==> src/rtl/countdown_timer.sv <==
// MM:SS countdown / stopwatch core with pause, configurable minute range and end-of-count blink.
// All state advances on MCLK; the 1 Hz step comes from a prescaler used as a clock enable.
module countdown_timer #(
  parameter int CLK_HZ    = 25175000,
  parameter int MAX_MIN   = 59,
  parameter int BLINK_DIV = 12587500
) (
  input  logic       MCLK,
  input  logic       RST,
  input  logic       START_STOP,
  input  logic       CLEAR,
  input  logic       ADD_SEC,
  input  logic       ADD_MIN,
  input  logic       COUNT_UP,
  output logic [3:0] MIN_1,
  output logic [3:0] MIN_0,
  output logic [2:0] SEC_1,
  output logic [3:0] SEC_0,
  output logic       RUNNING,
  output logic       DONE,
  output logic       DONE_PULSE,
  output logic       BLINK,
  output logic       TICK
);

  localparam int PW = (CLK_HZ > 1) ? $clog2(CLK_HZ) : 1;
  localparam int BW = (BLINK_DIV > 1) ? $clog2(BLINK_DIV) : 1;
  localparam logic [PW-1:0] PRESC_LAST = PW'(CLK_HZ - 1);
  localparam logic [BW-1:0] BLINK_LAST = BW'(BLINK_DIV - 1);
  localparam logic [3:0] MAX_T = 4'(MAX_MIN / 10);
  localparam logic [3:0] MAX_U = 4'(MAX_MIN % 10);

  typedef enum logic [1:0] {ST_SET, ST_RUN, ST_DONE} state_t;

  state_t        state;
  logic [3:0]    min1, min0, sec0;
  logic [2:0]    sec1;
  logic [PW-1:0] presc;
  logic [BW-1:0] blink_cnt;
  logic          mode_up, blink, tick_q, done_pulse_q;

  logic [3:0] sec_inc_0, sec_dec_0, min_inc_1, min_inc_0, min_dec_1, min_dec_0;
  logic [2:0] sec_inc_1, sec_dec_1;
  logic       sec_carry, sec_borrow;
  logic [3:0] step_min1, step_min0, step_sec0;
  logic [2:0] step_sec1;
  logic       step_end, time_zero, time_top, start_blocked, presc_wrap;

  // BCD neighbours of the current time, plus the one-second step in the latched direction.
  always_comb begin
    sec_inc_1 = sec1;
    sec_inc_0 = sec0 + 4'd1;
    sec_carry = 1'b0;
    if (sec0 == 4'd9) begin
      sec_inc_0 = 4'd0;
      if (sec1 == 3'd5) begin
        sec_inc_1 = 3'd0;
        sec_carry = 1'b1;
      end else begin
        sec_inc_1 = sec1 + 3'd1;
      end
    end

    sec_dec_1  = sec1;
    sec_dec_0  = sec0 - 4'd1;
    sec_borrow = 1'b0;
    if (sec0 == 4'd0) begin
      sec_dec_0 = 4'd9;
      if (sec1 == 3'd0) begin
        sec_dec_1  = 3'd5;
        sec_borrow = 1'b1;
      end else begin
        sec_dec_1 = sec1 - 3'd1;
      end
    end

    min_inc_1 = min1;
    min_inc_0 = min0 + 4'd1;
    if (min1 == MAX_T && min0 == MAX_U) begin
      min_inc_1 = 4'd0;
      min_inc_0 = 4'd0;
    end else if (min0 == 4'd9) begin
      min_inc_1 = min1 + 4'd1;
      min_inc_0 = 4'd0;
    end

    min_dec_1 = min1;
    min_dec_0 = min0 - 4'd1;
    if (min0 == 4'd0) begin
      min_dec_1 = min1 - 4'd1;
      min_dec_0 = 4'd9;
    end

    time_zero = (min1 == 4'd0) && (min0 == 4'd0) && (sec1 == 3'd0) && (sec0 == 4'd0);
    time_top  = (min1 == MAX_T) && (min0 == MAX_U) && (sec1 == 3'd5) && (sec0 == 4'd9);
    start_blocked = COUNT_UP ? time_top : time_zero;
    presc_wrap = (presc == PRESC_LAST);

    if (mode_up) begin
      step_sec1 = sec_inc_1;
      step_sec0 = sec_inc_0;
      step_min1 = sec_carry ? min_inc_1 : min1;
      step_min0 = sec_carry ? min_inc_0 : min0;
      step_end  = (step_min1 == MAX_T) && (step_min0 == MAX_U) &&
                  (step_sec1 == 3'd5) && (step_sec0 == 4'd9);
    end else begin
      step_sec1 = sec_dec_1;
      step_sec0 = sec_dec_0;
      step_min1 = sec_borrow ? min_dec_1 : min1;
      step_min0 = sec_borrow ? min_dec_0 : min0;
      step_end  = (step_min1 == 4'd0) && (step_min0 == 4'd0) &&
                  (step_sec1 == 3'd0) && (step_sec0 == 4'd0);
    end
  end

  // One action per cycle, chosen by the if/else order: CLEAR, START_STOP, ADD_MIN, ADD_SEC, tick.
  always_ff @(posedge MCLK) begin
    if (RST) begin
      state        <= ST_SET;
      min1         <= 4'd0;
      min0         <= 4'd0;
      sec1         <= 3'd0;
      sec0         <= 4'd0;
      presc        <= '0;
      blink_cnt    <= '0;
      mode_up      <= 1'b0;
      blink        <= 1'b1;
      tick_q       <= 1'b0;
      done_pulse_q <= 1'b0;
    end else begin
      tick_q       <= 1'b0;
      done_pulse_q <= 1'b0;
      case (state)
        ST_SET: begin
          presc <= '0;
          blink <= 1'b1;
          if (CLEAR) begin
            min1 <= 4'd0;
            min0 <= 4'd0;
            sec1 <= 3'd0;
            sec0 <= 4'd0;
          end else if (START_STOP && !start_blocked) begin
            mode_up <= COUNT_UP;
            state   <= ST_RUN;
          end else if (ADD_MIN) begin
            min1 <= min_inc_1;
            min0 <= min_inc_0;
          end else if (ADD_SEC) begin
            sec1 <= sec_inc_1;
            sec0 <= sec_inc_0;
          end
        end
        ST_RUN: begin
          if (START_STOP) begin
            presc <= '0;
            state <= ST_SET;
          end else if (presc_wrap) begin
            presc  <= '0;
            tick_q <= 1'b1;
            min1   <= step_min1;
            min0   <= step_min0;
            sec1   <= step_sec1;
            sec0   <= step_sec0;
            if (step_end) begin
              state        <= ST_DONE;
              done_pulse_q <= 1'b1;
              blink        <= 1'b1;
              blink_cnt    <= '0;
            end
          end else begin
            presc <= presc + PW'(1);
          end
        end
        ST_DONE: begin
          if (CLEAR) begin
            min1  <= 4'd0;
            min0  <= 4'd0;
            sec1  <= 3'd0;
            sec0  <= 4'd0;
            blink <= 1'b1;
            state <= ST_SET;
          end else if (START_STOP) begin
            blink <= 1'b1;
            state <= ST_SET;
          end else if (blink_cnt == BLINK_LAST) begin
            blink     <= ~blink;
            blink_cnt <= '0;
          end else begin
            blink_cnt <= blink_cnt + BW'(1);
          end
        end
        default: state <= ST_SET;
      endcase
    end
  end

  assign MIN_1      = min1;
  assign MIN_0      = min0;
  assign SEC_1      = sec1;
  assign SEC_0      = sec0;
  assign RUNNING    = (state == ST_RUN);
  assign DONE       = (state == ST_DONE);
  assign DONE_PULSE = done_pulse_q;
  assign BLINK      = blink;
  assign TICK       = tick_q;

endmodule

==> config.mk <==
export PLATFORM = sky130hd
export DESIGN_NAME = countdown_timer
export DESIGN_NICKNAME = d
export VERILOG_FILES = /design/src/rtl/countdown_timer.sv
export SDC_FILE = /design/constraint.sdc
export NUM_CORES = 1
export LEC_CHECK = 0
export CORE_MARGIN = 2
export CORE_UTILIZATION = 65
export DETAILED_ROUTE_END_ITERATION = 7
export PLACE_DENSITY = 0.87
export SLEW_MARGIN = 10
export SYNTH_ARGS = -nofsm -noshare
export SYNTH_HDL_FRONTEND = slang
export SYNTH_SLANG_ARGS = --single-unit
==> constraint.sdc <==
create_clock -name MCLK -period 9.5 [get_ports MCLK]
set_input_delay 1.9 -clock MCLK [delete_from_list [all_inputs] [get_ports MCLK]]
set_output_delay 1.9 -clock MCLK [all_outputs]
set_load 0.005 [all_outputs]
==> results.sh <==
export IMPL_status="complete, no violations"
export IMPL_crit_required_ns=9.73
export IMPL_gp_congestion=0.952
export IMPL_cts_setup_buffers=0
export IMPL_netlist_area_mm2=0.00470
export IMPL_dr_pass1_iters=5
export IMPL_rsz0062_at_grt="no"
export IMPL_area_growth_pct=9.83
export IMPL_pre_cts_ws_ns=4.93
export IMPL_r2r_setup_slack_ns=5.57
export IMPL_cts_tree="done"
export IMPL_crit_reg2reg_launch="SEC_0[0]$_SDFFE_PP0P_"
export IMPL_pin_count=27
export IMPL_path_cells="clkdlybuf4s50_1 -> nor4b_1 -> and3_1 -> a311o_1 -> o21ai_0 -> a21oi_1 -> nand2_1 -> a22oi_1 -> nor2_1"
export IMPL_synth_cell_type_count=65
export IMPL_grt_use_total=0.322
export IMPL_endpoint="MIN_1[1]$_SDFFE_PP0P_"
export IMPL_finalCritPeriodShare=0.455
export IMPL_worst_ep_arrival_time_ns=4.55
export IMPL_synth_edf_count=0
export IMPL_yosys_area_top_type="dfxtp_1"
export IMPL_routed_wl_mm=12.4
export IMPL_die_h_um=89.0
export IMPL_fin_skew_ns=0.0133
export IMPL_netlist_top_cells_count="70 x dfxtp_1, 65 x nor2_1, 58 x nand2_1"
export IMPL_clkTransAtPathRegs_ns=0.09
export IMPL_clk_path_buf_depth=2
export IMPL_io_buffers=26
export IMPL_synth_top_area_frac=0.298
export IMPL_crit_fanout=13
export IMPL_internal_power_mw=0.464
export IMPL_dieWidth_um=89.0
export IMPL_power_switching_mw=0.235
export IMPL_grt_pass1_vias=4385
export IMPL_numCtsBuffers=9
export IMPL_holdWs_ns=0.486
export IMPL_synthTopCellsByArea="dfxtp_1 30%, a21oi_1 5.5%, nor2_1 5.2%, ha_1 5.1%, nand2_1 4.6%"
export IMPL_max_slew_margin=0.329
export IMPL_r2r_cells=10
export IMPL_ys_seq_area_frac=0.298
export IMPL_clk_latency_ns=0.35
export IMPL_synth_nets=643
export IMPL_worstMarginPinSlew_ns=1.01
export IMPL_cts_resized=0
export IMPL_critPathCaptureType="register"
export IMPL_wire_per_inst_um=17.1
export IMPL_initial_core_util=0.680
export IMPL_ys_flop_type="dfxtp_1"
export IMPL_drive_gt1_frac=0.0572
export IMPL_slowest_delay_ns=0.81
export IMPL_hold_viol=0
export IMPL_antenna_left=0
export IMPL_setup_viol=0
export IMPL_yosysWarnings=0
export IMPL_worstSetupStartpointType="input pin"
export IMPL_place_hpwl_mm=8.75
export IMPL_finalSetupTns_ns=0
export IMPL_synth_most_common_cell="dfxtp_1"
export IMPL_antenna_found_initial=0
export IMPL_cp_startpoint="COUNT_UP"
export IMPL_synthArstFlopShare=0
export IMPL_drt_initial_drc_count=444
export IMPL_cp_slowest_cell="a21oi_1"
export IMPL_grt_max_degree=45
export IMPL_cts_root_buf="clkbuf_8"
export IMPL_syn_area_per_cell_um2=7.61
export IMPL_drv_cap=0
export IMPL_p_leak_nw=1.74
export IMPL_finalNetCount=650
export IMPL_p_comb_frac=0.219
export IMPL_period_minus_slack_ns=4.32
export IMPL_whs_path_depth=2
export IMPL_cts_sinks=70
export IMPL_maxSlewViolCount=0
export IMPL_pwr_share_seq=0.444
export IMPL_switching_share=0.336
export IMPL_synth_cells=617
export IMPL_num_rows=30
export IMPL_n_antenna_cell=0
export IMPL_cts_hold_fix_buffers=0
export IMPL_clkPwrFrac=0.336
export IMPL_cts_max_level=3
export IMPL_layout_setup_ws_ns=5.18
export IMPL_yosys_register_bits=70
export IMPL_grt_pass1_wl_mm=20.5
export IMPL_power_density_mw_per_mm2=136
export IMPL_min_path_type="reg2reg"
export IMPL_critPathKind="in2reg"
export IMPL_ir_worst_vdd_mv=0.118
export IMPL_max_freq_ghz=0.231
export IMPL_core_area_mm2=0.00691
export IMPL_drc=0
export IMPL_dieArea_mm2=0.00792
export IMPL_via_per_inst=6.67
export IMPL_r2r_end="blink_cnt[11]$_SDFFE_PP0P_"
export IMPL_grt_overflow=0
export IMPL_routed_via_count=4833
[final cells by class]
type | instances | area, um^2
clock buffers | 10 | 138
clock inverters | 6 | 53.8
fillers | 537 | 1750
inverters | 23 | 86.3
multi-input cells | 490 | 3070
flip-flops and latches | 70 | 1400
well taps | 96 | 120
repair buffers | 30 | 290
[worst max-delay path: cells and delay by family]
family	cells	cell delay (ns)
buf+inv	1	0.47
simple gates	4	0.81
compound gates	4	1.36
[flip-flops by register name, indices dropped and copies added, names as in the netlist]
name / flops
presc: 25
TICK: 1
MIN_0: 4
SEC_1: 3
state: 2
mode_up: 1
SEC_0: 4
blink_cnt: 24
MIN_1: 4
BLINK: 1
DONE_PULSE: 1
[worst min-delay path by stage]
| stage | from | end | slack (ns) |
|---|---|---|---|
| CTS | blink_cnt[23]$_SDFFE_PP0P_ | blink_cnt[23]$_SDFFE_PP0P_ | 0.49 |
| floorplan | blink_cnt[23]$_SDFFE_PP0P_ | blink_cnt[23]$_SDFFE_PP0P_ | 0.45 |
| global route | blink_cnt[8]$_SDFFE_PP0P_ | blink_cnt[8]$_SDFFE_PP0P_ | 0.53 |
| global placement | blink_cnt[23]$_SDFFE_PP0P_ | blink_cnt[23]$_SDFFE_PP0P_ | 0.46 |
| finish | blink_cnt[23]$_SDFFE_PP0P_ | blink_cnt[23]$_SDFFE_PP0P_ | 0.49 |
| detailed placement | blink_cnt[23]$_SDFFE_PP0P_ | blink_cnt[23]$_SDFFE_PP0P_ | 0.48 |
[placed cells by master (no fill, tap or decap), types with 5 or more instances in the layout]
master,count
xnor2_1,7
a211oi_1,10
clkbuf_8,10
o21ai_0,42
ha_1,19
a21oi_1,52
o31ai_1,6
a31oi_1,5
nor4_1,7
nor2_1,65
nand3_1,20
or3_1,19
clkdlybuf4s50_1,26
inv_1,23
dfxtp_1,70
o22ai_1,7
and3_1,15
nand2_1,58
and4_1,5
mux2i_1,6
nor4b_1,6
or4_1,10
a22oi_1,7
nand4_1,15
nor3_1,18
xor2_1,15
nand2b_1,7
[power groups by stage]
stage	clock (mW)	sequential (mW)	combinational (mW)
floorplan	0	0.311	0.111
global placement	0	0.317	0.145
detailed placement	0	0.318	0.149
CTS	0.237	0.311	0.150
global route	0.248	0.312	0.167
finish	0.235	0.311	0.153
[logic make-up (layout without fill, tap and decap cells)]
kind of cell / after synthesis / in the layout / share of synthesized area
and+or+nand+nor: 281 / 281 / 0.330
AOI/OAI and AO/OA: 160 / 160 / 0.213
DFF: 70 / 70 / 0.298
buffers and inverters: 57 / 69 / 0.0501
xor gates and xnor gates: 22 / 22 / 0.0410
adders and majority gates: 19 / 19 / 0.0506
muxes: 8 / 8 / 0.0176
[metal layers]
layer	GRT usage	part of all wire
met2	0.522	0.47
met1	0.446	0.44
met4	0.100	0.021
met3	0.0416	0.070
met5	0	0
[per-stage QoR]
step,area [um^2],util,total power [mW],std cells
6_report,5160,0.747,0.700,725
5_1_grt,5160,0.747,0.727,725
4_1_cts,5160,0.747,0.697,725
3_5_place_dp,4970,0.719,0.466,709
3_3_place_gp,4970,0.719,0.462,709
2_1_floorplan,4700,-,0.423,617
Note: power is estimated with default switching activity, not from simulation.
